File: config.mk
export PLATFORM = sky130hd
export DESIGN_NAME = mmio_bridge
export DESIGN_NICKNAME = d
export VERILOG_FILES = /design/src/rtl/mmio_defs.sv /design/src/rtl/btn_debounce.sv /design/src/rtl/mmio_bridge.sv
export SDC_FILE = /design/constraint.sdc
export NUM_CORES = 1
export LEC_CHECK = 0
export ABC_AREA = 1
export CELL_PAD_IN_SITES_DETAIL_PLACEMENT = 1
export CELL_PAD_IN_SITES_GLOBAL_PLACEMENT = 1
export CORE_MARGIN = 2
export CORE_UTILIZATION = 30
export DETAILED_ROUTE_END_ITERATION = 10
export GPL_TIMING_DRIVEN = 0
export PLACE_DENSITY = 0.65
export SLEW_MARGIN = 20
export SYNTH_ARGS = -nofsm -noshare
export SYNTH_HDL_FRONTEND = slang
export SYNTH_SLANG_ARGS = --single-unit
export TNS_END_PERCENT = 5
File: constraint.sdc
create_clock -name clock -period 1.8 [get_ports clock]
set_input_delay 0.45 -clock clock [delete_from_list [all_inputs] [get_ports clock]]
set_output_delay 0.45 -clock clock [all_outputs]
set_load 0.02 [all_outputs]
File: src/rtl/mmio_defs.sv
// Shared MMIO definitions for the dmem peripheral window: register offsets,
// the default window base and the registered read-select record.
package mmio_defs;

   // Word offsets inside the 16-word peripheral window
   localparam logic [3:0] MMIO_LED   = 4'd0;
   localparam logic [3:0] MMIO_LEVEL = 4'd1;
   localparam logic [3:0] MMIO_EDGE  = 4'd2;
   localparam logic [3:0] MMIO_FRAME = 4'd3;
   localparam logic [3:0] MMIO_TIMER = 4'd4;

   // Default base of the window: top 16 words of a 12-bit dmem space
   localparam logic [11:0] MMIO_PERIPH_BASE = 12'hFF0;

   // What the read data of the previous cycle should come from
   typedef struct packed {
      logic       hit;   // 1 = peripheral window, 0 = RAM
      logic [3:0] off;   // register offset when hit
   } rsel_t;

endpackage

File: src/rtl/btn_debounce.sv
// Single-button conditioner: 2-FF synchroniser, stability counter,
// debounced level and a one-cycle pulse on the level's 0->1 transition.
module btn_debounce #(
   parameter int DEB_CYC = 50000
) (
   input  logic clock,
   input  logic reset_n,
   input  logic raw,
   output logic level,
   output logic rise
);

   localparam int CNT_W = (DEB_CYC > 1) ? $clog2(DEB_CYC) : 1;
   localparam logic [CNT_W-1:0] CNT_MAX = CNT_W'(DEB_CYC - 1);

   logic [1:0]       sync_q;
   logic [CNT_W-1:0] cnt_q;
   logic             sync;

   assign sync = sync_q[1];

   // Pulse in the same cycle the level register is about to flip to 1
   assign rise = sync & ~level & (cnt_q == CNT_MAX);

   // Synchronise raw input, then accept a new level only after DEB_CYC stable cycles
   // NOTE: sequential state uses non-blocking assignments so every flop samples pre-edge values.
   always_ff @(posedge clock or negedge reset_n) begin
      if (!reset_n) begin
         sync_q <= '0;
         cnt_q  <= '0;
         level  <= 1'b0;
      end else begin
         sync_q <= {sync_q[0], raw};
         if (sync == level) begin
            cnt_q <= '0;
         end else if (cnt_q == CNT_MAX) begin
            level <= sync;
            cnt_q <= '0;
         end else begin
            cnt_q <= cnt_q + 1'b1;
         end
      end
   end

endmodule

File: src/rtl/mmio_bridge.sv
// Data-memory splitter between the processor dmem port and RAM, with a
// 16-word peripheral window (LED, debounced buttons, sticky press flags,
// VGA frame counter). Optional feature macro: MMIO_TIMER_EN adds a
// free-running 32-bit cycle counter at offset 4.
module mmio_bridge
   import mmio_defs::*;
#(
   parameter int ADDR_W  = 12,
   parameter int DATA_W  = 32,
   parameter int N_BTN   = 4,
   parameter int LED_W   = 16,
   parameter int DEB_CYC = 50000,
   parameter logic [ADDR_W-1:0] PERIPH_BASE = ADDR_W'(MMIO_PERIPH_BASE)
) (
   input  logic              clock,
   input  logic              reset_n,
   input  logic [ADDR_W-1:0] cpu_addr,
   input  logic [DATA_W-1:0] cpu_wdata,
   input  logic              cpu_we,
   output logic [DATA_W-1:0] cpu_rdata,
   output logic [ADDR_W-1:0] ram_addr,
   output logic [DATA_W-1:0] ram_wdata,
   output logic              ram_we,
   input  logic [DATA_W-1:0] ram_rdata,
   input  logic [N_BTN-1:0]  btn_raw,
   input  logic              vsync,
   output logic [LED_W-1:0]  led
);

   // ---------------- decode ----------------
   logic       hit;
   logic [3:0] off;
   logic       wr_led, wr_edge, wr_frame;

   assign hit      = (cpu_addr[ADDR_W-1:4] == PERIPH_BASE[ADDR_W-1:4]);
   assign off      = cpu_addr[3:0];
   assign wr_led   = cpu_we & hit & (off == MMIO_LED);
   assign wr_edge  = cpu_we & hit & (off == MMIO_EDGE);
   assign wr_frame = cpu_we & hit & (off == MMIO_FRAME);

   assign ram_addr  = cpu_addr;
   assign ram_wdata = cpu_wdata;
   assign ram_we    = cpu_we & ~hit;

   // Write-data bits above the widest register have no destination
   logic unused_wdata;
   assign unused_wdata = ^cpu_wdata;

   // ---------------- buttons ----------------
   logic [N_BTN-1:0] level;
   logic [N_BTN-1:0] rise;
   logic [N_BTN-1:0] edge_q;
   logic [N_BTN-1:0] edge_clr;

   for (genvar i = 0; i < N_BTN; i++) begin : g_btn
      btn_debounce #(.DEB_CYC(DEB_CYC)) u_deb (
         .clock   (clock),
         .reset_n (reset_n),
         .raw     (btn_raw[i]),
         .level   (level[i]),
         .rise    (rise[i])
      );
   end

   assign edge_clr = wr_edge ? cpu_wdata[N_BTN-1:0] : '0;

   // Sticky press flags: a new rise overrides a same-cycle write-1-to-clear
   always_ff @(posedge clock or negedge reset_n) begin
      if (!reset_n) edge_q <= '0;
      else          edge_q <= (edge_q & ~edge_clr) | rise;
   end

   // LED register, loaded from the low write-data bits
   always_ff @(posedge clock or negedge reset_n) begin
      if (!reset_n)    led <= '0;
      else if (wr_led) led <= cpu_wdata[LED_W-1:0];
   end

   // ---------------- frame counter ----------------
   logic        vs_s1, vs_s2, vs_d;
   logic [31:0] frame_q;

   // Synchronise vsync, count its rising edges; a write clears and beats a same-cycle edge
   always_ff @(posedge clock or negedge reset_n) begin
      if (!reset_n) begin
         vs_s1   <= 1'b0;
         vs_s2   <= 1'b0;
         vs_d    <= 1'b0;
         frame_q <= '0;
      end else begin
         vs_s1 <= vsync;
         vs_s2 <= vs_s1;
         vs_d  <= vs_s2;
         if (wr_frame)           frame_q <= '0;
         else if (vs_s2 & ~vs_d) frame_q <= frame_q + 32'd1;
      end
   end

   // ---------------- optional cycle timer ----------------
`ifdef MMIO_TIMER_EN
   logic [31:0] timer_q;
   logic        wr_timer;

   assign wr_timer = cpu_we & hit & (off == MMIO_TIMER);

   // Free-running cycle counter; a write loads it and counting resumes from there
   always_ff @(posedge clock or negedge reset_n) begin
      if (!reset_n)      timer_q <= '0;
      else if (wr_timer) timer_q <= 32'(cpu_wdata);
      else               timer_q <= timer_q + 32'd1;
   end
`endif

   // ---------------- read path ----------------
   logic [DATA_W-1:0] periph_rdata_d;
   logic [DATA_W-1:0] periph_rdata_q;
   rsel_t             rsel_q;
   logic              rd_vld_q;

   // Peripheral read mux on the current address; unmapped offsets read zero
   // NOTE: the default assignment up front keeps this combinational block from inferring a latch.
   always_comb begin
      periph_rdata_d = '0;
      case (off)
         MMIO_LED:   periph_rdata_d = DATA_W'(led);
         MMIO_LEVEL: periph_rdata_d = DATA_W'(level);
         MMIO_EDGE:  periph_rdata_d = DATA_W'(edge_q);
         MMIO_FRAME: periph_rdata_d = DATA_W'(frame_q);
`ifdef MMIO_TIMER_EN
         MMIO_TIMER: periph_rdata_d = DATA_W'(timer_q);
`endif
         default:    periph_rdata_d = '0;
      endcase
   end

   // Register the source select and peripheral data to line up with the RAM's 1-cycle latency
   always_ff @(posedge clock or negedge reset_n) begin
      if (!reset_n) begin
         rsel_q         <= '{hit: 1'b0, off: 4'd0};
         periph_rdata_q <= '0;
         rd_vld_q       <= 1'b0;
      end else begin
         rsel_q         <= '{hit: hit, off: off};
         periph_rdata_q <= periph_rdata_d;
         rd_vld_q       <= 1'b1;
      end
   end

   // Until an address has been sampled after reset there is nothing valid to return
   assign cpu_rdata = !rd_vld_q  ? '0 :
                      rsel_q.hit ? periph_rdata_q : ram_rdata;

endmodule

After elaboration in Yosys (flattened, before gate mapping)
Cells that the tools add are included.

Bitwise gates (word level): 27. Multiplexer cells: 14. Reductions and logical operators: 6. Equality and inequality tests: 12. $add $sub $neg: 5.

Operators with widths (number): $mux W16 (8); $mux W32 (4); $pmux W32 S4 (1); $add A16 B1 Y16 const B (4); $eq A16 B16 Y1 const B (4); $add A32 B1 Y32 const B (1); $and A1 B1 Y1 (14); $not A1 Y1 (10); $eq A4 B2 Y1 const B (2); $eq A8 B8 Y1 const B (1); $reduce_and A2 Y1 (4); $and A4 B4 Y4 (1); $eq A1 B1 Y1 (4); $eq A4 B1 Y1 const B (1); $logic_not A4 Y1 (1); $mux W4 (1); $not A4 Y4 (1); $or A4 B4 Y4 (1); $reduce_bool A2 Y1 (1).

Output and inout bits: 93. Bits in registers: 165.

Logic depth before layout (Yosys ltp)
Gate-level depths: netlist of the first run.

Word-level depth: 7. Gate-level depth with buffers: 9. Gate-level depth less buffers: 9.

Modules after synthesis
Synthesis of the first run repeated with hierarchy kept, for this count alone.

Cell total of the unflattened synthesis: 1217. Area, all modules: 9326.4 µm².

Modules (own cells, without submodules): mmio_bridge (instances 1, cells each 693, area an instance 5142.4 µm², sequential area each 2227.1 µm²); btn_debounce (instances 4, cells each 131, area an instance 1046.0 µm², sequential area each 475.5 µm²).

Worst setup path before layout of the first run
Ideal clock, no wire load.

Path type: register to output. From: reg rsel_q[4] in the netlist's numbering. To: out cpu_rdata[10]. Path buffers: 1. Arrival: 1.149 ns. Stages on the path, launching flop included: 5. Data required time: 1.350 ns. Slack: 0.201 ns. Path through: dfrtp_1 > inv_1 > clkbuf_1 > nor2_1 > nor2_1.

Cells in the longest elaborated chain, start to end: 2.

Ends and longest elaborated chain: start: declaration (line mmio_bridge.sv:117) `rsel_t rsel_q;`; start signal: assignment (line mmio_bridge.sv:139) `rsel_q <= '{hit: 1'b0, off: 4'd0};`; start signal: assignment (line mmio_bridge.sv:143) `rsel_q <= '{hit: hit, off: off};`; $mux W32 (line mmio_bridge.sv:151) `rsel_q.hit ? periph_rdata_q : ram_rdata;`; $mux W32 (line mmio_bridge.sv:150) `assign cpu_rdata = !rd_vld_q ? '0 :`; end: declaration (line mmio_bridge.sv:20) `output logic [DATA_W-1:0] cpu_rdata,`.

No other way between the ends.

Worst setup path in the final report of the first run
From: reg rsel_q[4] in the netlist's numbering. To: out cpu_rdata[5].

The elaborated chain is that of the path after synthesis.

==> results of run 1 <==
[registers in the layout, indices dropped and copies added (netlist names), 4 cells and up]
signal and count:
g_btn.u_deb.cnt_q 64, led 16, g_btn.u_deb.level 4, frame_q 32
periph_rdata_q 32, g_btn.u_deb.sync_q 8, edge_q 4
[path summary, 6_finish.rpt]
kind	cells past startpoint	end	slack, ns
max	5	cpu_rdata[5]	-0.17
min	0	vs_s2	0.35
max reg2reg	8	g_btn[1].u_deb.cnt_q[15]	0.20
min reg2reg	0	vs_s2	0.35
max in group asynchronous	3	rd_vld_q	0.31
min in group asynchronous	2	g_btn[3].u_deb.cnt_q[11]	0.59
[kinds of logic (layout without fill, tap and decap cells)]
family / count (synthesis) / count (layout) / synth area share [%]
other: 1 / 1 / 0.04291
buffers and inverters: 187 / 381 / 10.08
and+or+nand+nor: 660 / 660 / 33.16
adders and majority gates: 9 / 9 / 1.288
xor gates and xnor gates: 26 / 26 / 2.605
AOI/OAI and AO/OA: 92 / 92 / 5.584
DFF: 165 / 165 / 47.24
[where the power goes]
group	internal, mW	switching (mW)
Sequential	3.81	0.119
Clock	1.97	1.71
Combinational	0.428	0.502
[stage by stage]
step	setup WS, ns	instances	TNS [ns]
final	-0.1658	1718	-3.954
after global routing	-0.2410	1718	-6.779
after CTS	-0.1839	1718	-4.849
after detailed placement	-0.6305	1685	-51.17
after global placement	-6.849	1684	-1175.82
after floorplan	0.2006	1140	0
[area by class of cell]
type	count	area share, %
Clock inverter	15	1.420
Timing Repair Buffer	162	12.80
Clock buffer	17	3.714
Inverter	120	4.075
Sequential cell	165	36.07
Tap cell	384	4.195
Buffer	67	4.501
Multi-Input combinational cell	788	33.22
[timing repair]
| item | 4_1_cts | 5_1_grt |
|---|---|---|
| hold buffers | 1 | 0 |
| pin swaps | 9 | 1 |
| hold endpoints to repair | 5 | 0 |
| resized for setup | 269 | 41 |
| gates cloned | 0 | 0 |
| endpoints found under the setup margin | 100 | 54 |
[layout by cell type (no fill, tap or decap), drive strengths merged, types with 30 or more instances in the layout]
cell type	instances
buf	108
clkbuf	31
clkdlybuf4s50	70
dfrtp	165
dlygate4sd2	33
inv	126
nand2	236
nand3	84
nor2	276
nor3	30
o21ai	61
[layer usage]
| metal | vias up | share of wire, % | global-route usage (%) |
|---|---|---|---|
| met2 | 137 | 50 | 30.55 |
| met4 | 0 | 0.90 | 3.819 |
| li1 | 3920 | - | - |
| met5 | - | 0 | 0 |
| met1 | 3716 | 45 | 21.18 |
| met3 | 16 | 4.1 | 3.503 |
==> impl_metrics.env, run 1 <==
export IMPL_setup_violations=30
export IMPL_slew_limit_headroom_pct=61.62
export IMPL_seq_area_frac_synth_pct=47.24
export IMPL_first_global_vias=8377
export IMPL_synthTopCellsByCount="261 x nor2_1, 230 x nand2_1, 165 x dfrtp_1"
export IMPL_hp_class="flip-flop to flip-flop"
export IMPL_area_delta_synth_final_pct=31.05
export IMPL_dieWidth_um=174.7
export IMPL_ir_drop_mv=0.5159
export IMPL_leakagePower_nw=5.473
export IMPL_drc_errors=0
export IMPL_synthFlopType="dfrtp_1"
export IMPL_timing_final_crit_share_pct=109.2
export IMPL_cp_required_ns=1.35
export IMPL_n_antenna_cell=0
export IMPL_synth_top_cell_area_share_pct=47.24
export IMPL_syn_area_um2=8740
export IMPL_worstSetupPathType="flip-flop to primary output"
export IMPL_grt_pass1_wl_um=42260
export IMPL_cts_buffers=17
export IMPL_synth_top_cell_by_area="dfrtp_1"
export IMPL_drive_above_1_share_pct=15.74
export IMPL_regArea_um2=4131
export IMPL_wire_per_inst_um=14.41
export IMPL_grt_max_degree=94
export IMPL_tightest_slew_ns=0.5756
export IMPL_initial_core_util_pct=30.45
export IMPL_startpoint="rsel_q[4]"
export IMPL_nNetsFinal=1414
export IMPL_dpl_cell_area_um2=10850
export IMPL_antenna_found_initial=0
export IMPL_clk_latency_ns=0.44
export IMPL_rows=62
export IMPL_synth_area_per_cell_um2=7.666
export IMPL_vias=7789
export IMPL_die_y_um=174.7
export IMPL_violations="setup timing"
export IMPL_clock_path_buffers=2
export IMPL_io_buffers=160
export IMPL_finClkSkew_ns=0.01025
export IMPL_final_hold_viol_count=0
export IMPL_synth_most_common_cell="nor2_1"
export IMPL_fill_cells=3513
export IMPL_place_congestion=0.8230
export IMPL_synth_area_leaders="dfrtp_1 47%, nor2_1 11%, nand2_1 9.9%"
export IMPL_cts_tree="built"
export IMPL_fp_dieArea_um2=30510
export IMPL_yosys_warnings=0
export IMPL_r2r_start="g_btn[1].u_deb.cnt_q[0]"
export IMPL_worstPathArrival_ns=1.52
export IMPL_fmax_mhz=508.7
export IMPL_cts_root_buf="clkbuf_16"
export IMPL_grt_usage_pct=17.09
export IMPL_htree_levels=4
export IMPL_synth_edf_count=0
export IMPL_grt_setup_unrepaired="true"
export IMPL_total_power_mw=8.527
export IMPL_final_util_pct=39.90
export IMPL_min_from="vs_s1"
export IMPL_core_um2=28700
export IMPL_worst_hold_slack_ns=0.3541
export IMPL_multi_input_area_um2=3805
export IMPL_wl_um=24760
export IMPL_synthArstFlopShare_pct=100.0
export IMPL_drtIter0Drc=246
export IMPL_setup_ws_ns=-0.1658
export IMPL_worstSetupStartpointType="flip-flop"
export IMPL_maxCapViolCount=0
export IMPL_overflow=0
export IMPL_p_per_area_nw_per_um2=744.5
export IMPL_path_cells="clkinv_4 -> clkbuf_16 -> nor2_2 -> nor2_1 -> buf_4"
export IMPL_synthesis_nets=1233
export IMPL_syn_inst=1140
export IMPL_period_needed_ns=1.966
export IMPL_final_max_slew_viol_count=0
export IMPL_synth_distinct_cells=38
export IMPL_postRouteAntennaNets=0
export IMPL_cp_top_family="flip-flops"
export IMPL_max_stage_delay_ns=0.46
export IMPL_path_buf_inv=3
export IMPL_cts_setup_buffers=0
export IMPL_ioPinCount=177
export IMPL_drt_first_pass_iters=4
export IMPL_cts_sinks=165
export IMPL_hpwlAfterDp_um=19110
export IMPL_post_drt_via_cell_ratio=4.534
export IMPL_clk_pin_slew_worst_paths_ns=0.07
export IMPL_ys_ff_latch=165
export IMPL_cp_max_fo=10
export IMPL_endpoint_kind="primary output"
export IMPL_cp_slowest_cell="dfrtp_2"
export IMPL_final_area_um2=11450
export IMPL_status="complete, but fails checks"
No activity file was read; power rests on OpenSTA's default activity.
==> run 2, diff against run 1 <==
ABC_CLOCK_PERIOD_IN_PS = 1800   (was not set)
==> results of run 2 <==
No change in the layout: final DEF, timing and power equal those of run 1.
==> run 3, diff against run 2 <==
SYNTH_HIERARCHICAL = 1   (was not set)
==> run 3 against run 2 <==
- the flow still finishes with violations (setup timing)
- sequential share of layout area decreased by 2.0 points
- clock power up 5%
- non-clock buffer count grew 4
- core utilization down 0.31 points
- register-to-register slack lost 0.05 ns
- combinational power rose by 11%
- first-iteration DRC count up 18%
- routed wire length rose by 14%
- highest routed layer unchanged
- power up 3.3%
- fmax fell by 1.3%
- sequential cell count stayed put
- global-route usage up 0.67 points
==> impl_metrics.env, run 3 <==
export IMPL_final_hold_viol_count=0
export IMPL_cp_required_ns=1.35
export IMPL_grt_pass1_wl_um=46970
export IMPL_fmax_mhz=502.0
export IMPL_slew_limit_headroom_pct=56.78
export IMPL_setup_ws_ns=-0.1921
export IMPL_nNetsFinal=1494
export IMPL_synth_most_common_cell="nor2_1"
export IMPL_post_drt_via_cell_ratio=4.656
export IMPL_violations="setup timing"
export IMPL_wire_per_inst_um=15.58
export IMPL_syn_area_um2=9326
export IMPL_synth_top_cell_area_share_pct=44.27
export IMPL_dieWidth_um=180.3
export IMPL_io_buffers=160
export IMPL_drive_above_1_share_pct=18.67
export IMPL_final_common_cell="nor2_1"
export IMPL_maxCapViolCount=0
export IMPL_antenna_found_initial=0
export IMPL_clk_latency_ns=0.44
export IMPL_status="complete, but fails checks"
export IMPL_dp_cells=1775
export IMPL_syn_inst=1217
export IMPL_rr_worst_depth=6
export IMPL_grt_max_degree=74
export IMPL_postRouteAntennaNets=0
export IMPL_synthFlopType="dfrtp_1"
export IMPL_htree_levels=4
export IMPL_fp_dieArea_um2=32520
export IMPL_final_max_slew_viol_count=0
export IMPL_cts_sinks=165
export IMPL_synthArstFlopShare_pct=100.0
export IMPL_cts_root_buf="clkbuf_16"
export IMPL_synth_xor_area_share_pct=2.629
export IMPL_ir_drop_mv=0.5438
export IMPL_synthesis_nets=1310
export IMPL_largest_register_ffs=64
export IMPL_seq_area_frac_synth_pct=44.27
export IMPL_fin_cells=1810
export IMPL_drc_errors=0
export IMPL_wl_um=28210
export IMPL_cts_tree="built"
export IMPL_cts_buffers=17
export IMPL_initial_core_util_pct=30.49
export IMPL_endpoint_kind="primary output"
export IMPL_top_register="g_btn.u_deb/cnt_q"
export IMPL_endpoint="cpu_rdata[3]"
export IMPL_finClkSkew_ns=0.01238
export IMPL_leakagePower_nw=5.774
export IMPL_rrSetupSlack_ns=0.15
export IMPL_synthTopCellsByCount="269 x nor2_1, 253 x nand2_1, 165 x dfrtp_1"
export IMPL_rows=64
export IMPL_setup_violations=31
export IMPL_synth_edf_count=0
export IMPL_pre_cts_slack_ns=-0.7474
export IMPL_synth_top_family_by_area="simple AND/OR/NAND/NOR gates"
export IMPL_clk_pin_slew_worst_paths_ns=0.07
export IMPL_synth_adder_area_share_pct=1.207
export IMPL_ys_ff_latch=165
export IMPL_hp_class="flip-flop to flip-flop"
export IMPL_first_global_vias=8948
export IMPL_fill_cells=3718
export IMPL_drtIter0Drc=291
export IMPL_drt_first_pass_iters=4
export IMPL_core_um2=30590
export IMPL_area_delta_synth_final_pct=29.85
export IMPL_r2r_start="vs_d"
export IMPL_synth_area_leaders="dfrtp_1 44%, nor2_1 11%, nand2_1 10%"
export IMPL_p_per_area_nw_per_um2=727.5
export IMPL_worstSetupStartpointType="flip-flop"
export IMPL_layout_common_cells="261 x nor2_1, 248 x nand2_1, 163 x dfrtp_1"
export IMPL_r2r_end="frame_q[5]"
export IMPL_synth_top_cell_by_area="dfrtp_1"
export IMPL_startpoint="rsel_q[4]"
export IMPL_clock_path_buffers=2
export IMPL_tightest_slew_ns=0.6484
export IMPL_synth_compound_area_share_pct=6.211
export IMPL_synth_area_per_cell_um2=7.663
export IMPL_period_needed_ns=1.992
export IMPL_n_antenna_cell=0
export IMPL_muxShareOfSynthArea_pct=0
export IMPL_grt_setup_unrepaired="true"
export IMPL_synth_distinct_cells=34
export IMPL_yosys_warnings=6
export IMPL_place_congestion=0.7994
export IMPL_timing_final_crit_share_pct=110.7
export IMPL_vias=8428
export IMPL_worstPathArrival_ns=1.54
export IMPL_hpwlAfterDp_um=21630
export IMPL_synth_simple_area_share_pct=35.62
export IMPL_grt_usage_pct=17.77
export IMPL_die_y_um=180.3
export IMPL_worstSetupPathType="flip-flop to primary output"
export IMPL_top_regs="g_btn.u_deb/cnt_q: 64 flops, frame_q: 32 flops, periph_rdata_q: 32 flops"
export IMPL_ioPinCount=177
export IMPL_overflow=0
export IMPL_cp_max_fo=10
-- run 3: per-layer routing --
metal | up-vias | part of all wire (%) | track usage [%]
li1 | 4175 | - | -
met1 | 4096 | 44 | 21.74
met2 | 142 | 51 | 32.43
met3 | 15 | 3.1 | 3.294
met4 | 0 | 1.1 | 3.710
met5 | - | 0 | 0
-- run 3: power by group --
| group | switching [mW] | internal (mW) | total, mW |
|---|---|---|---|
| clock | 1.69 | 2.17 | 3.86 |
| combinational | 0.566 | 0.460 | 1.03 |
| sequential | 0.121 | 3.81 | 3.93 |
| total | 2.38 | 6.43 | 8.81 |
-- run 3: cell type report --
cell class              count  area, um2  area share (%)
clock inverters            13      156.4           1.291
well taps                 396      495.5           4.091
multi-input cells         858       4322           35.69
inverters                 126      475.5           3.926
plain buffers              68      553.0           4.567
clock buffers              19      452.9           3.740
flip-flops and latches    165       4131           34.11
repair buffers            165       1524           12.58
-- run 3: worst max-delay path, stage by stage (launching register included) --
cell       delay, ns
dfrtp_2         0.48
inv_4           0.12
clkbuf_16       0.17
nor2_1          0.05
nor2_1          0.11
buf_4           0.16
-- run 3: logic make-up after synthesis --
logic type,Yosys count
buf+inv,194
xor+xnor,28
compound gates,105
flops,165
other cells,1
simple gates,715
fa+ha+maj,9
-- run 3: worst min path at each step --
stage	from	slack, ns	cells after the start	to
2_1_floorplan	reset_n	0.15	0	edge_q[0]
3_3_place_gp	vs_s1	0.34	0	vs_s2
3_5_place_dp	g_btn[1].u_deb/sync_q[0]	0.34	0	g_btn[1].u_deb/sync_q[1]
4_1_cts	g_btn[1].u_deb/sync_q[0]	0.35	0	g_btn[1].u_deb/sync_q[1]
5_1_grt	vs_s1	0.36	0	vs_s2
6_report	g_btn[1].u_deb/sync_q[0]	0.35	0	g_btn[1].u_deb/sync_q[1]
-- run 3: timing repair --
item | in CTS | in global routing
buffers inserted | 0 | 2
gates cloned | 0 | 0
hold endpoints to repair | 38 | 0
setup endpoints to repair | 93 | 77
hold buffers | 1 | 0
pin swaps | 18 | 4
resized for setup | 279 | 31
-- run 3: stage by stage --
stage / total power [mW] / instance area [um2] / hold slack [ns] / setup TNS, ns / util, %
CTS: 8.938 / 12040 / 0.3533 / -5.917 / 39.35
global route: 9.165 / 12110 / 0.3597 / -7.914 / 39.59
floorplan: 4.479 / 9326 / 0.1544 / 0 / -
finish: 8.810 / 12110 / 0.3508 / -4.438 / 39.59
global placement: 5.010 / 11420 / 0.3352 / -1205.21 / 37.34
detailed placement: 5.043 / 11480 / 0.3372 / -58.10 / 37.54
